===== src/rtl/fir_pkg.sv =====
// Shared definitions for the FIR stage, its controller and the result streamer:
// default bus widths and the stream FSM state encoding.
package fir_pkg;

    localparam int FIR_ADDR_W = 10;
    localparam int FIR_DATA_W = 8;

    localparam logic [1:0] ST_IDLE  = 2'd0;
    localparam logic [1:0] ST_READ  = 2'd1;
    localparam logic [1:0] ST_DRAIN = 2'd2;
    localparam logic [1:0] ST_DONE  = 2'd3;

endpackage


===== src/rtl/fir_result_streamer_if.sv =====
// Sample-memory read port plus valid/ready byte stream used by the result streamer.
// master = streamer side, slave = memory/consumer side.
interface fir_result_streamer_if
    import fir_pkg::*;
#(
    parameter int ADDR_W = FIR_ADDR_W,
    parameter int DATA_W = FIR_DATA_W
) ();

    logic [ADDR_W-1:0] mem_addr;
    logic              mem_rd_en;
    logic [DATA_W-1:0] mem_rdata;
    logic              m_valid;
    logic              m_ready;
    logic [DATA_W-1:0] m_data;
    logic              m_last;

    modport master (
        output mem_addr, mem_rd_en, m_valid, m_data, m_last,
        input  mem_rdata, m_ready
    );

    modport slave (
        input  mem_addr, mem_rd_en, m_valid, m_data, m_last,
        output mem_rdata, m_ready
    );

endinterface


===== src/rtl/stream_fifo.sv =====
// Small synchronous FIFO with registered storage and no fall-through; the head
// entry is presented on rdata whenever the FIFO is not empty.
module stream_fifo #(
    parameter int DEPTH = 4,
    parameter int WIDTH = 8
) (
    input  logic                     clk,
    input  logic                     rst_n,
    input  logic                     push,
    input  logic [WIDTH-1:0]         wdata,
    input  logic                     pop,
    output logic [WIDTH-1:0]         rdata,
    output logic                     full,
    output logic                     empty,
    output logic [$clog2(DEPTH):0]   count
);

    localparam int PTR_W = $clog2(DEPTH);
    localparam int CNT_W = PTR_W + 1;

    logic [WIDTH-1:0] mem_q [DEPTH];
    logic [PTR_W-1:0] wr_ptr;
    logic [PTR_W-1:0] rd_ptr;
    logic             do_push;
    logic             do_pop;

    assign do_pop  = pop && !empty;
    assign do_push = push && (!full || do_pop);

    assign full  = (count == CNT_W'(DEPTH));
    assign empty = (count == '0);
    assign rdata = empty ? '0 : mem_q[rd_ptr];

    // NOTE: storage has no reset; rdata is gated by empty so stale entries never reach the port.
    always_ff @(posedge clk) begin
        if (do_push) begin
            mem_q[wr_ptr] <= wdata;
        end
    end

    // NOTE: sequential state uses non-blocking assignments so every register updates together.
    always_ff @(posedge clk or negedge rst_n) begin
        if (!rst_n) begin
            wr_ptr <= '0;
            rd_ptr <= '0;
            count  <= '0;
        end else begin
            if (do_push) wr_ptr <= wr_ptr + PTR_W'(1);
            if (do_pop)  rd_ptr <= rd_ptr + PTR_W'(1);
            case ({do_push, do_pop})
                2'b10:   count <= count + CNT_W'(1);
                2'b01:   count <= count - CNT_W'(1);
                default: count <= count;
            endcase
        end
    end

endmodule


===== src/rtl/fir_result_streamer.sv =====
// Streams filtered FIR results from the shared sample memory onto a valid/ready byte bus.
// Optional FIR_STREAM_CHECKSUM_EN adds a 16-bit running sum of accepted beats.
module fir_result_streamer
    import fir_pkg::*;
#(
    parameter int ADDR_W     = FIR_ADDR_W,
    parameter int DATA_W     = FIR_DATA_W,
    parameter int FIFO_DEPTH = 4,
    parameter int MEM_LAT    = 1
) (
    input  logic                 clk,
    input  logic                 rst_n,
    input  logic                 start,
    input  logic [ADDR_W-1:0]    base_addr,
    input  logic [ADDR_W-1:0]    sample_count,
    output logic                 busy,
    output logic                 done,
`ifdef FIR_STREAM_CHECKSUM_EN
    output logic [15:0]          checksum,
`endif
    fir_result_streamer_if.master bus
);

    localparam int CNT_W = $clog2(FIFO_DEPTH) + 1;

    logic [1:0]        state;
    logic [ADDR_W-1:0] base_q;
    logic [ADDR_W-1:0] last_q;
    logic [ADDR_W-1:0] rd_idx;
    logic [ADDR_W-1:0] tx_idx;
    logic [MEM_LAT-1:0] inflight_q;
    logic [CNT_W-1:0]  fifo_count;
    logic              fifo_full;
    logic              fifo_empty;
    logic              fifo_push;
    logic              issue;
    logic              beat;

    // A read is only issued when the FIFO is guaranteed a free slot for its data.
    assign issue = (state == ST_READ)
                && (int'(fifo_count) + $countones(inflight_q) < FIFO_DEPTH);

    assign bus.mem_rd_en = issue;
    assign bus.mem_addr  = issue ? base_q + rd_idx : '0;

    assign fifo_push   = inflight_q[MEM_LAT-1] && !fifo_full;
    assign beat        = bus.m_valid && bus.m_ready;
    assign bus.m_valid = !fifo_empty;
    assign bus.m_last  = bus.m_valid && (tx_idx == last_q);

    assign busy = (state == ST_READ) || (state == ST_DRAIN);
    assign done = (state == ST_DONE);

    stream_fifo #(
        .DEPTH (FIFO_DEPTH),
        .WIDTH (DATA_W)
    ) u_fifo (
        .clk   (clk),
        .rst_n (rst_n),
        .push  (fifo_push),
        .wdata (bus.mem_rdata),
        .pop   (beat),
        .rdata (bus.m_data),
        .full  (fifo_full),
        .empty (fifo_empty),
        .count (fifo_count)
    );

    always_ff @(posedge clk or negedge rst_n) begin
        if (!rst_n) begin
            state      <= ST_IDLE;
            base_q     <= '0;
            last_q     <= '0;
            rd_idx     <= '0;
            tx_idx     <= '0;
            inflight_q <= '0;
        end else begin
            // Read-valid pipeline: the tail bit marks mem_rdata as this cycle's FIFO write.
            inflight_q <= MEM_LAT'({inflight_q, issue});
            if (issue) rd_idx <= rd_idx + ADDR_W'(1);
            if (beat)  tx_idx <= tx_idx + ADDR_W'(1);

            case (state)
                ST_IDLE: begin
                    if (start) begin
                        base_q <= base_addr;
                        last_q <= sample_count - ADDR_W'(1);
                        rd_idx <= '0;
                        tx_idx <= '0;
                        state  <= (sample_count != '0) ? ST_READ : ST_DONE;
                    end
                end
                ST_READ: begin
                    if (issue && (rd_idx == last_q)) state <= ST_DRAIN;
                end
                ST_DRAIN: begin
                    if (beat && bus.m_last) state <= ST_DONE;
                end
                ST_DONE: begin
                    state <= ST_IDLE;
                end
                default: begin
                    state <= ST_IDLE;
                end
            endcase
        end
    end

`ifdef FIR_STREAM_CHECKSUM_EN
    always_ff @(posedge clk or negedge rst_n) begin
        if (!rst_n) begin
            checksum <= '0;
        end else if ((state == ST_IDLE) && start) begin
            checksum <= '0;
        end else if (beat) begin
            checksum <= checksum + 16'(bus.m_data);
        end
    end
`endif

endmodule


===== src/flat_wrapper.sv =====
// flat-port wrapper written by rule: the top's interface ports become plain ports
module fir_result_streamer_flat import fir_pkg::*;
#(
    parameter int ADDR_W     = FIR_ADDR_W,
    parameter int DATA_W     = FIR_DATA_W,
    parameter int FIFO_DEPTH = 4,
    parameter int MEM_LAT    = 1
)
  (clk, rst_n, start, base_addr, sample_count, busy, done, bus_mem_addr, bus_mem_rd_en, bus_m_valid, bus_m_data, bus_m_last, bus_mem_rdata, bus_m_ready);
  fir_result_streamer_if #(.ADDR_W(ADDR_W), .DATA_W(DATA_W)) bus_i ();
  input  logic clk;
  input  logic rst_n;
  input  logic start;
  input  logic [ADDR_W-1:0] base_addr;
  input  logic [ADDR_W-1:0] sample_count;
  output logic busy;
  output logic done;
  output wire logic [$bits(bus_i.mem_addr)-1:0] bus_mem_addr;
  output wire logic [$bits(bus_i.mem_rd_en)-1:0] bus_mem_rd_en;
  output wire logic [$bits(bus_i.m_valid)-1:0] bus_m_valid;
  output wire logic [$bits(bus_i.m_data)-1:0] bus_m_data;
  output wire logic [$bits(bus_i.m_last)-1:0] bus_m_last;
  input wire logic [$bits(bus_i.mem_rdata)-1:0] bus_mem_rdata;
  input wire logic [$bits(bus_i.m_ready)-1:0] bus_m_ready;
  assign bus_mem_addr = bus_i.mem_addr;
  assign bus_mem_rd_en = bus_i.mem_rd_en;
  assign bus_m_valid = bus_i.m_valid;
  assign bus_m_data = bus_i.m_data;
  assign bus_m_last = bus_i.m_last;
  assign bus_i.mem_rdata = bus_mem_rdata;
  assign bus_i.m_ready = bus_m_ready;
  fir_result_streamer #(.ADDR_W(ADDR_W), .DATA_W(DATA_W), .FIFO_DEPTH(FIFO_DEPTH), .MEM_LAT(MEM_LAT)) u_core (.clk(clk), .rst_n(rst_n), .start(start), .base_addr(base_addr), .sample_count(sample_count), .busy(busy), .done(done), .bus(bus_i));
endmodule

===== config.mk =====
export PLATFORM = sky130hd
export DESIGN_NAME = fir_result_streamer_flat
export DESIGN_NICKNAME = d
export VERILOG_FILES = /design/src/rtl/fir_pkg.sv /design/src/rtl/fir_result_streamer_if.sv /design/src/rtl/stream_fifo.sv /design/src/rtl/fir_result_streamer.sv /design/src/flat_wrapper.sv
export SDC_FILE = /design/constraint.sdc
export NUM_CORES = 1
export LEC_CHECK = 0
export CORE_MARGIN = 2
export CORE_UTILIZATION = 30
export DETAILED_ROUTE_END_ITERATION = 12
export SLEW_MARGIN = 10
export SYNTH_ARGS = -nofsm -noshare
export SYNTH_HDL_FRONTEND = slang
export SYNTH_HIERARCHICAL = 1
export SYNTH_SLANG_ARGS = --single-unit
export TNS_END_PERCENT = 20

===== constraint.sdc =====
create_clock -name clk -period 3 [get_ports clk]
set_clock_uncertainty 0.2 [all_clocks]
set_input_delay 0.6 -clock clk [delete_from_list [all_inputs] [get_ports clk]]
set_output_delay 0.6 -clock clk [all_outputs]
set_load 0.005 [all_outputs]

==> qor.yml <==
outcome:
  status: "finished, violations left"
  violations: "negative setup slack"
synth:
  yosys.area.top_type: "dfrtp_1"
  yosysWarnings: 6
  synth_ff_type: "dfrtp_1"
  syn_avg_cell_area_um2: 11.1
  synth_cell_types: 45
  synthArstFlopShare: 0.610
  syn_inst: 391
  synthTopCellsByArea: "dfrtp_1 29%, edfxtp_1 22%, xnor2_1 7.1%, ha_1 6.4%, nand2_1 4.4%"
  synth_enable_flop_cells: 32
  synth_top_cell_area_share: 0.289
  ys_ff_latch: 82
  syn-cell-area_um2: 4320
  seq_area_frac_synth: 0.512
  synth_nets: 447
global_routing:
  grt_usage: 0.123
  grt-ovfl-total: 0
  antenna_found_initial: 0
  grt_start_max_net_pins: 51
  grt_first_pass_wirelength_um: 14400
  grt_pass1_vias: 3060
finish:
  layout_common_cells: "51 x nand2_1, 50 x dfrtp_1, 45 x clkdlybuf4s50_1"
  fin_cells: 659
  nets: 530
  utilization: 0.400
  drive_gt1_frac: 0.188
  antennaDiodeCount: 0
  final_common_cell: "nand2_1"
  area_growth_pct: 29.4
  fill_cells: 1359
sta:
  drv_slew: 0
  min_period_over_period: 1.02
  report.final.hold_viol_count: 0
  setup_viol: 3
  fmax_ghz: 0.325
  relSlewSlack: 0.423
  layout_setup_ws_ns: -0.0733
  rsz0062_at_grt: "yes"
  tightest_slew_ns: 0.863
  min_period_ns: 3.07
floorplanning:
  die_y_um: 124
  die_w_um: 124
  dieArea_um2: 15400
  ios: 55
  coreArea_um2: 14000
  rows: 43
  start_util: 0.309
clock_network:
  clkTransAtPathRegs_ns: 0.06
  clk_latency_ns: 0.34
  cts_max_level: 3
  cts-hold-fix-buffers: 0
  tritoncts: "built"
  cts_made_buffers: 9
  clk_path_buf_depth: 2
  clock-root-buffer: "clkbuf_16"
  cts_sinks: 82
setup_path:
  critPathMaxStageDelay_ns: 0.38
  ff2ff_path_depth: 11
  reg2reg_from: "u_core/u_fifo/count[0]$_DFFE_PN0P_"
  criticalPathCategory: "register to output port"
  end_kind: "output port"
  arrival_ns: 2.27
  crit_cells: 11
  r2r_end: "u_core/u_fifo/count[2]$_DFFE_PN0P_"
  crit_path_max_fanout: 2
  crit_slowest_cell: "fa_2"
  crit_buf_inv: 3
  worstPathRequired_ns: 2.20
  crit_path_cell_trace: "ha_2, inv_2, fa_2, nor2b_4, o21ai_2, a21oi_2, buf_4, o21a_1, nor3_1, nor3_2, buf_2"
  cp_top_family: "adder cells"
  start_kind: "register"
  ff2ff_setup_slack_ns: 0.29
drt:
  via_count: 3031
  route.detailed.drc: 0
  wl_met2_um: 4410
  drtAntennaViolNets: 0
  routed-wl-met3_um: 324
  vias_per_cell: 4.60
  avgRoutedWirePerCell_um: 13.8
  wirelength_um: 9100
  drt_iter0_drc: 126
  drt_pass1_iterations: 4
  wl_met1_um: 4220
  top_layer: "met4"
power_and_ir_drop:
  cellPowerDensity_nw_per_um2: 870
  p_leak_nw: 2.35
  p_total_w: 0.00486
  peakVddDrop_mv: 0.359
place:
  dp_hpwl_um: 6380
  dp_cells: 636
  portBuffers: 54
  gp_routability_congestion: 0.861
worst_hold_path:
  hold_path_class: "input port to async pin"
job:
  cap_violations: 0
-- layout make-up --
cell class	count	area, µm²	share of cell area
multi-input combinational	276	2070	0.369
sequential	82	2210	0.396
inverter	22	82.6	0.0148
timing repair buffer	83	728	0.130
clock buffer	9	225	0.0403
tap	180	225	0.0403
clock inverter	7	53.8	0.00962
-- state kept, by name, indices dropped and copies added (netlist names) --
signal / count
u_core/tx_idx: 10
u_core/rd_idx: 10
u_core/u_fifo/rd_ptr: 2
u_core/inflight_q: 1
u_core/base_q: 10
u_core/u_fifo/wr_ptr: 2
u_core/u_fifo/count: 3
u_core/state: 2
u_core/u_fifo/mem_q: 32
u_core/last_q: 10
-- cell usage after synthesis (2+ instances only) --
cell type and n:
and3_1 6, o21a_1 3, nor2_1 36, and4_1 2, nand2b_1 3, and2_2 4, edfxtp_1 32, fa_1 2
xnor2_1 35, a21oi_1 7, inv_1 21, o21ai_0 14, nand3_1 8, xor2_1 21, a31oi_1 3, nor2b_1 5
buf_2 2, mux2i_1 3, nor3_1 7, and2_1 11, nand2_1 51, mux4_2 8, ha_1 22, clkbuf_1 9
dfrtp_1 50, nand4_1 7
-- worst reg2reg max path, delay by kind of cell (launching register included) --
family	cells	cell delay (ns)
buffers and inverters	3	0.20
flip-flops	1	0.42
XOR/XNOR	2	0.32
AND/OR/NAND/NOR	3	0.72
adder cells (fa/ha/maj)	2	0.54
AO/OA/AOI/OAI	1	0.22
-- worst max-delay path by stage --
stage	startpoint	endpoint
after floorplan	u_core/u_fifo/count[0]$_DFFE_PN0P_	u_core/u_fifo/count[2]$_DFFE_PN0P_
after global placement	u_core/base_q[0]$_DFFE_PN0P_	bus_mem_addr[6]
after detailed placement	u_core/rd_idx[0]$_DFF_PN0_	bus_mem_addr[6]
after CTS	u_core/rd_idx[2]$_DFF_PN0_	bus_mem_addr[9]
after global routing	u_core/rd_idx[0]$_DFF_PN0_	bus_mem_addr[6]
final	u_core/rd_idx[0]$_DFF_PN0_	bus_mem_addr[6]
-- stage by stage --
stage / instance area [µm²] / hold slack [ns] / TNS, ns / setup WS, ns
floorplan: 4320 / 0.104 / 0 / 0.164
global placement: 5200 / 0.267 / -0.206 / -0.132
detailed placement: 5200 / 0.274 / -0.350 / -0.184
CTS: 5530 / 0.190 / -0.502 / -0.169
global route: 5590 / 0.206 / -0.649 / -0.166
finish: 5590 / 0.153 / -0.106 / -0.0733
-- metal layers --
metal,vias to the layer above,track usage
met1,1466,0.156
met3,14,0.0334
met5,-,0
li1,1503,-
met2,48,0.199
met4,0,0.0471
-- repair_timing --
item	in CTS	in global routing
endpoints found under the setup margin	9	10
resized for setup	18	24
pin swaps	5	12
setup buffers	4	3
-- report_power, final --
group | switching, W | internal, W | total [W]
combinational | 0.000981 | 0.00112 | 0.00210
sequential | 0.000270 | 0.00148 | 0.00175
clock | 0.000449 | 0.000567 | 0.00102
total | 0.00170 | 0.00316 | 0.00486
-- cells by family after synthesis --
group,after synthesis,synth area share
xor+xnor,56,0.113
simple gates,150,0.171
compound gates,34,0.0492
flops,82,0.512
buf+inv,33,0.0292
mux,12,0.0521
fa+ha+maj,24,0.0729
(Power assumes the default switching activity.)
